`src/rtl/flexsoc_reset_seq.sv`:
```
// Staggered multi-domain reset sequencer: releases active-low domain resets in order
// after power-on or a global request, and handles per-domain soft resets.
module flexsoc_reset_seq #(
  parameter int unsigned NUM_DOMAINS = 4,
  parameter int unsigned HOLD_CYCLES = 15,
  parameter int unsigned STAGE_GAP   = 4
) (
  input  logic                   CLK,
  input  logic                   PORESET,
  input  logic                   GLOBAL_REQ,
  input  logic [NUM_DOMAINS-1:0] DOMAIN_REQ,
  output logic [NUM_DOMAINS-1:0] RESETn,
  output logic                   BUSY,
  output logic [1:0]             CAUSE
);

  typedef enum logic [1:0] {HOLD, STAGE, RUN} state_t;

  localparam logic [15:0] HOLD_LD    = 16'(HOLD_CYCLES);
  localparam logic [7:0]  GAP_LD     = 8'(STAGE_GAP - 1);
  localparam logic [4:0]  LAST_IDX   = 5'(NUM_DOMAINS - 1);
  localparam logic [1:0]  CAUSE_POR  = 2'd0;
  localparam logic [1:0]  CAUSE_GLOB = 2'd1;
  localparam logic [1:0]  CAUSE_DOM  = 2'd2;

  state_t                 state, state_nxt;
  logic [15:0]            hold_cnt, hold_cnt_nxt;
  logic [7:0]             gap_cnt, gap_cnt_nxt;
  logic [4:0]             idx, idx_nxt;
  logic [15:0]            dom_cnt     [NUM_DOMAINS];
  logic [15:0]            dom_cnt_nxt [NUM_DOMAINS];
  logic [NUM_DOMAINS-1:0] dom_act, dom_act_nxt;
  logic [NUM_DOMAINS-1:0] rstn_nxt;
  logic                   busy_nxt;
  logic [1:0]             cause_nxt;

  always_ff @(posedge CLK or posedge PORESET) begin
    if (PORESET) begin
      state    <= HOLD;
      hold_cnt <= HOLD_LD;
      gap_cnt  <= '0;
      idx      <= '0;
      dom_act  <= '0;
      for (int unsigned d = 0; d < NUM_DOMAINS; d++) dom_cnt[d] <= '0;
      RESETn   <= '0;
      BUSY     <= 1'b1;
      CAUSE    <= CAUSE_POR;
    end else begin
      state    <= state_nxt;
      hold_cnt <= hold_cnt_nxt;
      gap_cnt  <= gap_cnt_nxt;
      idx      <= idx_nxt;
      dom_act  <= dom_act_nxt;
      for (int unsigned d = 0; d < NUM_DOMAINS; d++) dom_cnt[d] <= dom_cnt_nxt[d];
      RESETn   <= rstn_nxt;
      BUSY     <= busy_nxt;
      CAUSE    <= cause_nxt;
    end
  end

  always_comb begin
    state_nxt    = state;
    hold_cnt_nxt = hold_cnt;
    gap_cnt_nxt  = gap_cnt;
    idx_nxt      = idx;
    dom_act_nxt  = dom_act;
    dom_cnt_nxt  = dom_cnt;
    rstn_nxt     = RESETn;
    busy_nxt     = BUSY;
    cause_nxt    = CAUSE;

    // Global request overrides everything, including same-cycle domain requests.
    if (GLOBAL_REQ) begin
      state_nxt    = HOLD;
      hold_cnt_nxt = HOLD_LD;
      idx_nxt      = '0;
      dom_act_nxt  = '0;
      rstn_nxt     = '0;
      busy_nxt     = 1'b1;
      cause_nxt    = CAUSE_GLOB;
    end else begin
      unique case (state)
        HOLD: begin
          if (hold_cnt == '0) begin
            rstn_nxt[0] = 1'b1;
            if (NUM_DOMAINS == 1) begin
              state_nxt = RUN;
              busy_nxt  = 1'b0;
            end else begin
              state_nxt   = STAGE;
              gap_cnt_nxt = GAP_LD;
              idx_nxt     = 5'd1;
            end
          end else begin
            hold_cnt_nxt = hold_cnt - 16'd1;
          end
        end
        STAGE: begin
          if (gap_cnt == '0) begin
            for (int unsigned d = 0; d < NUM_DOMAINS; d++)
              if (idx == 5'(d)) rstn_nxt[d] = 1'b1;
            gap_cnt_nxt = GAP_LD;
            if (idx == LAST_IDX) begin
              state_nxt = RUN;
              busy_nxt  = 1'b0;
            end else begin
              idx_nxt = idx + 5'd1;
            end
          end else begin
            gap_cnt_nxt = gap_cnt - 8'd1;
          end
        end
        RUN: begin
          for (int unsigned d = 0; d < NUM_DOMAINS; d++) begin
            if (DOMAIN_REQ[d]) begin
              rstn_nxt[d]    = 1'b0;
              dom_cnt_nxt[d] = HOLD_LD;
              dom_act_nxt[d] = 1'b1;
              cause_nxt      = CAUSE_DOM;
            end else if (dom_act[d]) begin
              if (dom_cnt[d] == '0) begin
                rstn_nxt[d]    = 1'b1;
                dom_act_nxt[d] = 1'b0;
              end else begin
                dom_cnt_nxt[d] = dom_cnt[d] - 16'd1;
              end
            end
          end
        end
        default: state_nxt = HOLD;
      endcase
    end
  end

endmodule

```
`config.mk`:
```
export PLATFORM = sky130hd
export DESIGN_NAME = flexsoc_reset_seq
export DESIGN_NICKNAME = d
export VERILOG_FILES = /design/src/rtl/flexsoc_reset_seq.sv
export SDC_FILE = /design/constraint.sdc
export NUM_CORES = 1
export LEC_CHECK = 0
export CORE_MARGIN = 5
export CORE_UTILIZATION = 31
export DETAILED_ROUTE_END_ITERATION = 10
export PLACE_DENSITY = 0.49
export SKIP_CTS_REPAIR_TIMING = 1
export SYNTH_ARGS = -nofsm -noshare
export SYNTH_HDL_FRONTEND = slang
export SYNTH_SLANG_ARGS = --single-unit
```
`constraint.sdc`:
```
create_clock -name CLK -period 4.8 [get_ports CLK]
set_input_delay 0.48 -clock CLK [delete_from_list [all_inputs] [get_ports CLK]]
set_output_delay 0.48 -clock CLK [all_outputs]
set_load 0.01 [all_outputs]
```
=== Word level (Yosys, flattened, before mapping) ===
Cells that the tools add are included.

* Memory bits (read-only): 0
* Memories kept: 0
* Bits in registers: 106
* Output and inout bits: 7
* Bits in latches: 0
* Bits in writable memories: 0

* $lt $le $gt $ge: 0
* $add $sub $neg: 7
* Reductions and logical operators: 36
* Bitwise gates (word level): 1
* Muxes and demuxes: 73
* Eq/ne operators: 27
* Div/mod/pow operators: 0
* Multipliers: 0
* Shifts and indexed selects: 0

{| class="wikitable"
|+ Operators with widths
! cell !! count
|-
| 16-bit 2-to-1 mux || 15
|-
| 16-bit logical NOT || 5
|-
| 16-bit by 1-bit subtractor with 16-bit output, second input constant || 5
|-
| 1-bit 2-to-1 mux || 33
|-
| 4-bit inequality test, second input constant || 8
|-
| 4-bit AND reduction || 6
|-
| 3-bit inequality test, second input constant || 7
|-
| 2-bit 2-to-1 mux || 10
|-
| 5-bit 2-to-1 mux || 4
|-
| 2-bit nonzero test || 10
|-
| 4-bit 2-to-1 mux || 4
|-
| 8-bit 2-to-1 mux || 2
|-
| 8-bit one-hot mux with 2 select lines || 1
|-
| 5-bit AND reduction || 3
|-
| 2-bit inequality test, second input constant || 7
|-
| 5-bit by 2-bit equality test with 1-bit output, second input constant || 2
|-
| 5-bit one-hot mux with 2 select lines || 1
|-
| 8-bit logical NOT || 1
|-
| 8-bit by 1-bit subtractor with 8-bit output, second input constant || 1
|-
| 2-bit one-hot mux with 3 select lines || 1
|-
| 3-bit one-hot mux with 2 select lines || 1
|-
| 3-bit AND reduction || 2
|-
| 6-bit AND reduction || 1
|-
| 3-bit nonzero test || 2
|-
| 11 further kinds || 12
|}

=== Logic depth before layout (Yosys ltp) ===
Gate-level depths: netlist (run 1).

* Depth after elaboration: 6
* Mapped depth: 8

=== Worst setup path before layout (run 1) ===
Ideal clock, no wire load.

* Path type: register to register
* From: reg hold_cnt[0]
* To: reg hold_cnt[15]
* Path slack: 2.512 ns
* Arrival: 2.160 ns
* Buffers on the path: 0
* Stages on the path, launching flop included: 8
* Clock period less this slack: 2.288 ns
* Path through: dfstp_2 inv_1 ha_1 or4b_4 o41ai_4 or2_2 nor4_1 mux2_1

* Word-level cells in the longest chain between the ends: 4
* Elaborated cells between the ends (all ways): 7
* Classes of those cells: 1 x add/sub; 1 x eq/ne; 3 x mux; 2 x reduce/logical

{| class="wikitable"
|+ Ends and longest elaborated chain
! element !! RTL line !! RTL
|-
| from (decl) || 27 || <nowiki>logic [15:0] hold_cnt, hold_cnt_nxt;</nowiki>
|-
| from (signal assigned) || 50 || <nowiki>hold_cnt <= hold_cnt_nxt;</nowiki>
|-
| 16-bit by 1-bit subtractor with 16-bit output || 95 || <nowiki>hold_cnt_nxt = hold_cnt - 16'd1;</nowiki>
|-
| 16-bit 2-to-1 mux || 84 || <nowiki>if (hold_cnt == '0) begin</nowiki>
|-
| 16-bit 2-to-1 mux || 82 || <nowiki>unique case (state)</nowiki>
|-
| 16-bit 2-to-1 mux || 73 || <nowiki>if (GLOBAL_REQ) begin</nowiki>
|}

Parallel ways exist; a longest one is shown, timed or not. The select of a mux whose other input is x is not followed.
A chain may end at the register's enable or synchronous reset.

=== Worst setup path after layout (run 1) ===
* From: reg hold_cnt[0]
* To: reg gap_cnt[6]

* Word-level cells in the longest chain between the ends: 3

{| class="wikitable"
|+ Ends and longest elaborated chain
! element !! RTL line !! RTL
|-
| 16-bit logical NOT || 84 ||
|-
| 2-bit inequality test (no line) || n/a ||
|-
| 3-bit AND reduction (no line) || n/a ||
|-
| to (signal assigned) || 51 || <nowiki>gap_cnt <= gap_cnt_nxt;</nowiki>
|-
| to (decl) || 28 || <nowiki>logic [7:0] gap_cnt, gap_cnt_nxt;</nowiki>
|}

No other way between the ends.

==> impl_metrics.csv, run 1 <==
group,metric,value,unit
clock_tree,cts_tree,"done",
power,p_seq_share,50.8,%
timing,drv_slew,0,
timing,rsz0062_at_grt,"false",
yosys,synth_cell_types,59,
yosys,yosys.area_share.xor_xnor,9.62,%
grt,grt_use_total,12.7,%
power,total_power,0.00179,W
timing,skew,0.00954,ns
detailed_routing,drt_iter0_markers,326,
detailed_routing,route.detailed.drc,0,
finish,finalCoreUtilization,35.3,%
yosys,synthCells,645,
finish,diodes,0,
finish,regArea,0.00266,mm^2
timing,slew_headroom,33.2,%
floorplanning,rows,50,
hold_path,hold_depth,2,
grt,antenna_found_initial,0,
floorplanning,die_x,148,um
detailed_routing,via_count,4700,
yosys,synthArstFlopShare,100,%
power,power_density,271,mW/mm^2
clock_tree,worstSkewPairLatency,0.35,ns
critical_path,worstPathArrival,3.17,ns
floorplanning,die-height,148,um
power,peakVddDrop,0.000151,V
job,maxCapViolCount,0,
critical_path,r2r_cells,7,
timing,finalHoldViolations,0,
critical_path,timing.rr.end,"gap_cnt[6]",
yosys,synth_adder_area_share,2.32,%
floorplanning,core_area,0.0188,mm^2
power,p_switching,0.000395,W
critical_path,crit_chain,"inv_1 -> ha_1 -> or4b_4 -> o41ai_4 -> nand2_1 -> o21ai_0 -> o41ai_1",
detailed_routing,via_per_inst,5.29,
clock_tree,cts_buffer_depth,2,
timing,period_share,61.2,%
critical_path,rrSetupSlack,1.86,ns
yosys,ys.flop_type,"dfrtp_1",
power,power_frac_comb,3.9,%
yosys,synth_edf_count,0,
clock_tree,h-tree-depth,3,
finish,final_nets,667,
yosys,synthMuxAreaShare,0.866,%
critical_path,worstPathRequired,5.03,ns
clock_tree,cts_made_buffers,9,
critical_path,worstSetupPathType,"reg2reg",
yosys,syn_area,0.00592,mm^2
timing,setup_violations,0,
yosys,ys_seq_area_share,44.9,%
power,power_switching_share,22.0,%
placement,hpwl,9390,um
critical_path,r2r_start,"hold_cnt[0]",
timing,tns,0,ns
critical_path,critPathMaxStageDelay,0.95,ns
detailed_routing,drt-pass1-iter-count,4,
grt,grt_pass1_vias,4620,
critical_path,cp-start-kind,"flop",
detailed_routing,routed_wl,13400,um
detailed_routing,post_drt_wl_per_cell,15.1,um
finish,multiInputGateArea,0.00307,mm^2
timing,worstMarginPinSlew,0.999,ns
detailed_routing,ant_nets,0,
timing,max_freq,340,MHz
yosys,synth_nets,663,
clock_tree,clockRootBuffer,"clkbuf_16",
finish,final_layout_size_suffix_gt1_share,6.73,%
power,intPower,0.00140,W
yosys,syn_area_per_cell,9.18,um^2
placement,io_buffers,13,
hold_path,hold_class,"reg2reg",
yosys,synth_top_area_share,42.7,%
timing,min_period,2.94,ns
yosys,yosys.area.top_type,"dfrtp_1",
clock_tree,cts_sinks,106,
critical_path,crit_start,"hold_cnt[0]",
grt,grt_pass1_wl,23100,um
yosys,synth_top_family_by_area,"simple AND/OR/NAND/NOR gates",
yosys,synth_area_leaders,"dfrtp_1 (43%), xnor2_1 (6.8%), nor2_1 (5.8%)",
grt,grt_remaining_overflow,0,
floorplanning,start_util,31.5,%
placement,gp_congestion,0.816,
floorplanning,dieArea,0.0220,mm^2
critical_path,worstPathMaxFanout,19,
yosys,yosysWarningCount,0,
power,p_clk_share,45.2,%
yosys,synth.most_common_cell,"dfrtp_1",
clock_tree,clk_pin_slew,0.07,ns
critical_path,endpoint_kind,"flop",
finish,fillCellCount,1917,
grt,grt_max_degree,77,
floorplanning,num_io_pins,14,
yosys,synth-seq-cells,106,
critical_path,cp_slowest_cell,"o41ai_4",
yosys,synth-simple-area-share,28.0,%
power,p_leak,2.87,nW
finish,syn_to_final_growth,11.7,%
status,outcome,"finished, final reports clean",
critical_path,setup.worst_path.end,"gap_cnt[6]",
yosys,synthTopCellsByCount,"dfrtp_1 (101), nor2_1 (91), nand2_1 (50)",
yosys,synth_compound_area_share,11.1,%
power groups by stage:
| stage | combinational [W] | sequential [W] | clock (W) |
|---|---|---|---|
| 2_1_floorplan | 0.0000458 | 0.000927 | 0 |
| 3_3_place_gp | 0.0000722 | 0.000928 | 0 |
| 3_5_place_dp | 0.0000733 | 0.000929 | 0 |
| 4_1_cts | 0.0000738 | 0.000911 | 0.000846 |
| 5_1_grt | 0.0000817 | 0.000913 | 0.000878 |
| 6_report | 0.0000706 | 0.000912 | 0.000811 |
how the worst min path moves through the flow:
stage | startpoint | end | slack, ns
2_1_floorplan | gap_cnt[7] | gap_cnt[7] | 0.46
3_3_place_gp | BUSY | BUSY | 0.47
3_5_place_dp | BUSY | BUSY | 0.46
4_1_cts | BUSY | BUSY | 0.47
5_1_grt | BUSY | BUSY | 0.49
6_report | BUSY | BUSY | 0.47
kinds of logic (layout without fill, tap and decap cells):
| group | after synthesis | count (layout) |
|---|---|---|
| AO/OA/AOI/OAI | 98 | 98 |
| XOR/XNOR | 65 | 65 |
| adder cells (fa/ha/maj) | 11 | 11 |
| buffers and inverters | 49 | 58 |
| flip-flops | 106 | 106 |
| multiplexers | 5 | 5 |
| AND/OR/NAND/NOR | 311 | 311 |
critical path, delay by kind of cell (launching register included):
kind                       cells  cell delay (ns)
adders and majority gates      1             0.18
AOI/OAI and AO/OA              3             1.30
and+or+nand+nor                2             0.88
DFF                            1             0.37
buffers and inverters          1             0.08
per-layer routing:
metal,vias up,wire (um),global-route usage (%)
li1,2337,-,-
met1,2308,6650,17.5
met2,45,6350,20.4
met3,10,254,1.80
met4,0,185,4.39
met5,-,0,0
placed cells by master, fill, tap and decap left out, types with 11 or more instances in the layout:
master and n:
nand4_1 12, ha_1 11, a21oi_1 28, nor3_1 20, or4_1 13, o21ai_0 19, nor2_1 91, dfrtp_1 101
clkdlybuf4s50_1 13, nand3_1 22, xor2_1 19, or3_1 12, inv_1 21, nand2_1 50, nor4_1 33, xnor2_1 46
final cells by class:
| type | instances | share of cell area [%] |
|---|---|---|
| Clock buffer | 10 | 3.61 |
| Tap cell | 234 | 4.43 |
| Multi-Input combinational cell | 490 | 46.5 |
| Timing Repair Buffer | 19 | 2.65 |
| Clock inverter | 6 | 1.32 |
| Sequential cell | 106 | 40.2 |
| Inverter | 23 | 1.34 |
per-stage QoR:
step                      setup WS, ns  cells  hold slack, ns  area, um^2
after floorplan                   1.54    645           0.456        5920
after global placement            1.77    872           0.466        6290
after detailed placement          1.70    872           0.456        6290
after CTS                         1.87    888           0.471        6620
after global routing              1.59    888           0.488        6620
final                             1.86    888           0.469        6620
state kept, by name, indices dropped and copies added (netlist names):
register / count
idx: 5
CAUSE: 2
dom_act: 4
gap_cnt: 8
dom_cnt: 64
state: 2
hold_cnt: 16
BUSY: 1
RESETn: 4
Power figures use the tool's default switching activity.
==> run 2: changes to the inputs <==
- clock period: 4.8 -> 3 ns (I/O delays scaled with it)
==> run 2 against run 1 <==
Against the previous run:
- die area is the same
- sequential share of layout area shrank 0.55 points
- critical path depth is the same
- critical path type unchanged
- critical endpoint is now gap_cnt[3]
- largest cell class unchanged
- highest routed layer unchanged
==> impl_metrics.csv, run 2 (synthesis gave the netlist of run 1 again) <==
group,metric,value,unit
status,outcome,"finished, final reports clean",
placement,io_buffers,13,
grt,grt_max_degree,40,
detailed_routing,ant_nets,0,
clock_tree,cts_buffer_depth,2,
critical_path,worstPathArrival,2.69,ns
detailed_routing,via_per_inst,5.32,
timing,max_freq,402,MHz
finish,final_nets,678,
detailed_routing,post_drt_wl_per_cell,15.2,um
floorplanning,num_io_pins,14,
critical_path,worstPathRequired,3.21,ns
floorplanning,core_area,0.0188,mm^2
grt,grt_pass1_vias,4881,
detailed_routing,drt-pass1-iter-count,6,
finish,layout_commonest_cell,"dfrtp_1",
finish,syn_to_final_growth,13.3,%
placement,dp.cells,883,
detailed_routing,route.detailed.drc,0,
finish,fin_area,0.00671,mm^2
critical_path,rrSetupSlack,0.51,ns
clock_tree,cts_tree,"done",
timing,skew,0.00708,ns
critical_path,worstPathMaxFanout,8,
finish,finalNonFillerCells,899,
placement,dpl_cell_area,0.00640,mm^2
floorplanning,start_util,31.5,%
floorplanning,die-height,148,um
clock_tree,cts_sinks,106,
critical_path,cp-start-kind,"flop",
grt,grt_pass1_wl,24000,um
critical_path,cp_slowest_cell,"o41ai_4",
grt,antenna_found_initial,0,
finish,diodes,0,
timing,worstMarginPinSlew,0.766,ns
timing,slew_headroom,48.5,%
grt,grt_use_total,13.2,%
clock_tree,clockRootBuffer,"clkbuf_16",
clock_tree,clk_pin_slew,0.07,ns
timing,min_period,2.49,ns
finish,final_layout_size_suffix_gt1_share,7.97,%
timing,tns,0,ns
placement,gp_congestion,0.849,
job,maxCapViolCount,0,
floorplanning,rows,50,
hold_path,hold_class,"in2async",
critical_path,critPathMaxStageDelay,0.58,ns
power,power_density,420,mW/mm^2
critical_path,r2r_cells,7,
floorplanning,die_x,148,um
critical_path,crit_chain,"inv_1 -> ha_1 -> or4b_4 -> o41ai_4 -> nand2_1 -> o21ai_0 -> o31ai_1",
clock_tree,cts_made_buffers,9,
critical_path,endpoint_kind,"flop",
detailed_routing,drt_iter0_markers,254,
timing,finalHoldViolations,0,
detailed_routing,via_count,4785,
critical_path,worstSetupPathType,"reg2reg",
clock_tree,h-tree-depth,3,
placement,hpwl,9700,um
power,total_power,0.00282,W
finish,final_cell_mix,"dfrtp_1 (101), nor2_1 (91), nand2_1 (50)",
timing,drv_slew,0,
timing,rsz0062_at_grt,"false",
finish,largest_register_ffs,64,
timing,setup_violations,0,
finish,largest-register,"dom_cnt",
finish,reg_top3,"dom_cnt (64), hold_cnt (16), gap_cnt (8)",
power,p_leak,2.92,nW
floorplanning,dieArea,0.0220,mm^2
power,peakVddDrop,0.000254,V
detailed_routing,routed_wl,13700,um
timing,period_share,82.8,%
grt,grt_remaining_overflow,0,
clock_tree,worstSkewPairLatency,0.35,ns
run 2: cell types whose count changed in the layout (fill, tap and decap cells not counted), sizes merged:
| cell | before | now |
|---|---|---|
| clkinv | 3 | 1 |
| buf | 6 | 17 |
| bufinv | 2 | 1 |
| clkbuf | 10 | 14 |
| inv | 24 | 22 |
| clkinvlp | 0 | 1 |
run 2: stage by stage:
step | utilization (%) | setup WS (ns) | hold slack (ns)
detailed placement | 34.1 | 0.510 | 0.463
global placement | 34.1 | 0.558 | 0.453
finish | 35.7 | 0.515 | 0.434
global route | 35.7 | 0.323 | 0.505
CTS | 35.7 | 0.482 | 0.442
floorplan | - | 0.712 | 0.396
run 2: worst paths after layout:
path / startpoint / endpoint
hold / removal: PORESET / hold_cnt[15]
setup reg to reg: hold_cnt[0] / gap_cnt[3]
min in group CLK: BUSY / BUSY
setup / recovery: hold_cnt[0] / gap_cnt[3]
hold reg to reg: BUSY / BUSY
max in group asynchronous: PORESET / BUSY
run 2: routing by layer:
| metal | global-route usage [%] | up-vias | wire [um] |
|---|---|---|---|
| met2 | 21.5 | 51 | 6480 |
| met5 | 0 | - | 0 |
| met3 | 2.83 | 13 | 350 |
| met1 | 17.8 | 2359 | 6680 |
| met4 | 3.56 | 0 | 170 |
| li1 | - | 2362 | - |
run 2: critical path: cells and delay by family (launching register included):
family / cells / cell delay [ns]
fa+ha+maj: 1 / 0.18
compound gates: 3 / 0.91
simple gates: 2 / 0.81
buf+inv: 1 / 0.08
flops: 1 / 0.37
run 2: where the power goes:
| part | total [W] | switching, W | internal [W] |
|---|---|---|---|
| clock network | 0.00124 | 0.000521 | 0.000716 |
| registers | 0.00146 | 0.0000159 | 0.00144 |
| logic | 0.000124 | 0.0000793 | 0.0000442 |
| total | 0.00282 | 0.000616 | 0.00220 |
run 2: area by class of cell:
cell class	instances	area, um^2
clock buffers	14	274
clock inverters	2	35.0
fillers	1949	12100
inverters	23	90.1
multi-input cells	490	3070
flip-flops and latches	106	2660
well taps	234	293
repair buffers	30	283
